`config.mk`:
```
export PLATFORM = sky130hd
export DESIGN_NAME = dataint_parity_check_stage
export DESIGN_NICKNAME = d
export VERILOG_FILES = /design/src/rtl/dataint_parity_check_stage.sv
export SDC_FILE = /design/constraint.sdc
export NUM_CORES = 1
export LEC_CHECK = 0
export ABC_CLOCK_PERIOD_IN_PS = 3600
export BUFFER_PORTS_ARGS = -buffer_cell sky130_fd_sc_hd__buf_2
export CORE_ASPECT_RATIO = 1.5
export CORE_MARGIN = 2
export CORE_UTILIZATION = 54
export CTS_BUF_LIST = sky130_fd_sc_hd__clkbuf_16
export DETAILED_ROUTE_END_ITERATION = 8
export PLACE_DENSITY = 0.91
export SLEW_MARGIN = 20
export SYNTH_ARGS = -nofsm -noshare
export SYNTH_HDL_FRONTEND = slang
export SYNTH_SLANG_ARGS = --single-unit
export TNS_END_PERCENT = 20
```
`constraint.sdc`:
```
create_clock -name i_clk -period 3.6 [get_ports i_clk]
set_input_delay 0.18 -clock i_clk [delete_from_list [all_inputs] [get_ports i_clk]]
set_output_delay 0.18 -clock i_clk [all_outputs]
set_load 0.005 [all_outputs]
```
`src/rtl/dataint_parity_check_stage.sv`:
```
// rtl/dataint_parity_check_stage.sv - registered per-chunk parity check stage with sticky error status
module dataint_parity_check_stage #(
    parameter int CHUNKS = 4,
    parameter int WIDTH  = 32,
    parameter int CNT_W  = 16
) (
    input  logic                        i_clk,
    input  logic                        i_rst_n,
    input  logic                        i_valid,
    output logic                        o_ready,
    input  logic [WIDTH-1:0]            i_data,
    input  logic [CHUNKS-1:0]           i_parity,
    input  logic                        i_parity_type,
    input  logic                        i_clear,
    output logic                        o_valid,
    input  logic                        i_ready,
    output logic [WIDTH-1:0]            o_data,
    output logic [CHUNKS-1:0]           o_err_mask,
    output logic                        o_err_sticky,
    output logic [CNT_W-1:0]            o_err_count,
    output logic                        o_first_err_vld,
    output logic [$clog2(CHUNKS)-1:0]   o_first_err_chunk
);

    localparam int C     = WIDTH / CHUNKS;
    localparam int IDX_W = $clog2(CHUNKS);
    localparam logic [CNT_W-1:0] CNT_MAX = '1;

    logic [CHUNKS-1:0] chunk_xor;
    logic [CHUNKS-1:0] err;
    logic [IDX_W-1:0]  first_idx;
    logic              accept;
    logic              emit;

    // The last chunk absorbs the WIDTH % CHUNKS remainder bits.
    for (genvar gi = 0; gi < CHUNKS; gi++) begin : g_chunk
        localparam int LO = gi * C;
        localparam int HI = (gi == CHUNKS - 1) ? WIDTH - 1 : (gi + 1) * C - 1;
        assign chunk_xor[gi] = ^i_data[HI:LO];
    end

    assign err = (i_parity_type ? chunk_xor : ~chunk_xor) ^ i_parity;

    always_comb begin
        first_idx = '0;
        for (int i = CHUNKS - 1; i >= 0; i--) begin
            if (err[i]) begin
                first_idx = IDX_W'(i);
            end
        end
    end

    assign o_ready = !o_valid || i_ready;
    assign accept  = i_valid && o_ready;
    assign emit    = o_valid && i_ready;

    always_ff @(posedge i_clk) begin
        if (!i_rst_n) begin
            o_valid           <= 1'b0;
            o_data            <= '0;
            o_err_mask        <= '0;
            o_err_sticky      <= 1'b0;
            o_err_count       <= '0;
            o_first_err_vld   <= 1'b0;
            o_first_err_chunk <= '0;
        end else begin
            if (accept) begin
                o_valid    <= 1'b1;
                o_data     <= i_data;
                o_err_mask <= err;
            end else if (emit) begin
                o_valid <= 1'b0;
            end

            if (i_clear) begin
                o_err_sticky      <= 1'b0;
                o_err_count       <= '0;
                o_first_err_vld   <= 1'b0;
                o_first_err_chunk <= '0;
            end

            // An errored beat accepted alongside a clear is recorded on top of the cleared state.
            if (accept && |err) begin
                o_err_sticky <= 1'b1;
                if (i_clear) begin
                    o_err_count <= CNT_W'(1);
                end else if (o_err_count != CNT_MAX) begin
                    o_err_count <= o_err_count + CNT_W'(1);
                end
                if (i_clear || !o_first_err_vld) begin
                    o_first_err_vld   <= 1'b1;
                    o_first_err_chunk <= first_idx;
                end
            end
        end
    end

endmodule

```
==> metrics.md <==
| Metric | Value |
|---|---|
| TritonRoute pass-1 iters | 4 |
| Commonest non-fill, non-tap cell in the layout | buf_2 |
| Worst hold path type | input pin to flip-flop |
| Peak supply drop | between 400 and 500 uV |
| Placement Rows | 32 |
| Max-slew violation total from the final report | 0 |
| Type of element capturing the critical path | flip-flop |
| Full die area | 0.00601 sq mm |
| Wire length per cell | 15.4 um |
| Total vias in the final route | 2754 |
| Top_reg_cell synth | dfxtp_1 |
| Worst-path clk slew | 0.05 ns |
| Synth top area cells | dfxtp_1, nand2_1, a21boi_0, xnor2_1, xnor2_2 |
| Worst EP required | 3.81 ns |
| CTS Buf Count | 9 |
| Max_cap viols | 0 |
| CTS sink count | between 50 and 60 |
| FMAX | 0.411 GHz |
| Largest net degree at the start of global routing | 46 |
| CTS Hold Buffers Added | 0 |
| Final min period | 2.43 ns |
| Initial antenna violation count | 0 |
| Top cell type by total area after synthesis | dfxtp_1 |
| DR vias/cell | ~5.6 |
| Register area share after synthesis | 0.392 |
| Reg-to-reg endpoint | o_err_count[2] |
| Count of state elements after synthesis | 57 |
| Die H | 94.0 um |
| Share of cells above drive strength 1 | 0.325 |
| Iter 0 DRT Violations | 249 |
| Setup violators final | 0 |
| Setup slack, reg-to-reg | ~1.4 ns |
| Post-synthesis cell count | 327 |
| Dpl cells | 480 |
| Diode count | 0 |
| Slew headroom | 0.315 |
| IO Pins | 100 |
| Vias in the first global route | 2714 |
| GR Overflow Total | 0 |
| Syn nets | 370 |
| Final Hold Vio Count | 0 |
| CP Data Arrival Time | between 2 and 3 ns |
| Max clock buf depth | 2 |
| Cell variety after synth | 44 |
| Critical Path End | o_err_count[2] |
| Skew final | 0.00477 ns |
| FFs w/ async S/R, synth | 0 |
| Area of placed instances | 0.00342 sq mm |
| Final Cell Area | 0.00373 sq mm |
| Syn Std Cell Area | 0.00291 sq mm |
| Gr usage total | 0.267 |
| Lkg Pwr | ~0.0017 uW |
| Area delta synth->final | 27.9% |
| Post-CTS Repair Setup Buffers | 0 |
| Final GP Congestion | 0.874 |
| Placeable Area | 0.00516 sq mm |
| Initial core utilization | 0.564 |
| Clock Latency Late Sink | 0.32 ns |
| Final wirelength | roughly 7600 um |
| First-pass GRT wire length | 12200 um |
| Post-synth EDFFs | 0 |
| Final net count | 466 |
| Worst Reg-to-Reg Cells | 8 |
| Status | complete, no violations |
| Slew @ Worst Pin | between 1 and 1.5 ns |
| DRC Markers | 0 |
| Final cell count without fillers | 496 |
| Most frequent cells in the layout | buf_2, nand2_1, dfxtp_1 |
| Post-DP HPWL | between 5000 and 6000 um |
| PwrDens | 531 mW/mm^2 |
| Post-route ant nets | 0 |
| Fin util | 0.721 |
| Synthesis Warnings | 0 |
| Synth Area per Inst | 8.91 sq um |
| Setup crit start kind | input pin |
| Setup CP Type | input pin to flip-flop |
| Setup TNS | 0 ns |
| CTS tree | done |
| Top-area cell type share of the netlist area | 0.392 |
| Tcrit/Tclk final | 0.676 |
| Reg-to-Reg Start | o_err_count[0] |
| Fillers | 379 |
| Critical Path Source | i_data[20] |
| Input/output buffers | 99 |
| Die width | 64.0 um |
| Unrepaired setup endpoints after global routing | no |
| Post-cts gate resize count | 0 |
| CTS root buffer | clkbuf_16 |
| # H-tree levels | 3 |
| Critical Path Fanout Max | 23 |
Yosys cell counts, types with 2 or more instances:
library cell and n:
or3_1 6, buf_6 3, mux2i_1 2, and2_1 2, xnor2_2 7, xnor3_2 4, xor2_1 5, or4_1 6
inv_1 4, nor2b_1 5, nor2_1 3, xnor2_1 15, nor3_1 3, o21ai_0 7, a21boi_0 36, nor4b_1 2
nand4_1 8, o31ai_1 5, dfxtp_1 57, and3_1 3, nand2_1 86, clkbuf_1 13, o21a_1 2, nor2_2 2
nand3_1 5, a21oi_1 9, xnor2_4 2, o21ai_1 5, nand2b_1 3, o211ai_1 3
power by group:
part           switching [uW]  internal [uW]
Sequential               22.8            671
Combinational             213            188
Clock                     288            597
Total                     524           1460
layer usage:
metal,vias up,global-route usage,part of all wire
met2,127,0.478,0.54
met5,-,0,0
met3,23,0.0671,0.073
met4,0,0.154,0.036
met1,1285,0.278,0.35
li1,1319,-,-
flip-flops by register name, summed over array words and instances, names as in the netlist:
name and flops:
o_data 32, o_err_count 16, o_err_mask 4, o_err_sticky 1, o_first_err_chunk 2, o_first_err_vld 1, o_valid 1
cell type report:
class                           instances  area, sq um  area share
Tap cell                               68         85.1      0.0228
Timing Repair Buffer                  104          533       0.143
Inverter                                4         15.0     0.00403
Multi-Input combinational cell        247         1640       0.441
Clock inverter                          7         85.1      0.0228
Clock buffer                            9          225      0.0604
Sequential cell                        57         1140       0.306
per-stage QoR:
stage | hold WS, ns | worst slack, ns | total power, uW
6_report | 0.125 | 1.17 | 1980
5_1_grt | 0.134 | 1.04 | 2060
4_1_cts | 0.124 | 1.16 | 1990
3_5_place_dp | 0.458 | 0.856 | 1110
3_3_place_gp | 0.448 | 0.952 | 1090
2_1_floorplan | 0.319 | 1.46 | 994
critical path, cell delays in order:
cell     delay (ns)
buf_2          0.11
xor2_1         0.20
xnor3_2        0.48
xnor2_2        0.20
nor4_4         0.91
buf_4          0.24
nor2_2         0.06
a31o_2         0.25
cells by family after synthesis:
logic type	synth area share
simple gates	0.230
compound gates	0.171
flops	0.392
xor+xnor	0.151
buf+inv	0.0447
mux	0.00687
fa+ha+maj	0.00429
worst min path at each step:
stage / start / endpoint / slack [ns] / cells past startpoint
2_1_floorplan: i_valid / o_valid / 0.32 / 2
3_3_place_gp: o_data[24] / o_data[24] / 0.45 / 2
3_5_place_dp: o_data[22] / o_data[22] / 0.46 / 2
4_1_cts: i_data[4] / o_data[4] / 0.12 / 3
5_1_grt: i_data[7] / o_data[7] / 0.13 / 3
6_report: i_data[4] / o_data[4] / 0.13 / 3
Note: power is estimated with default switching activity, not from simulation.
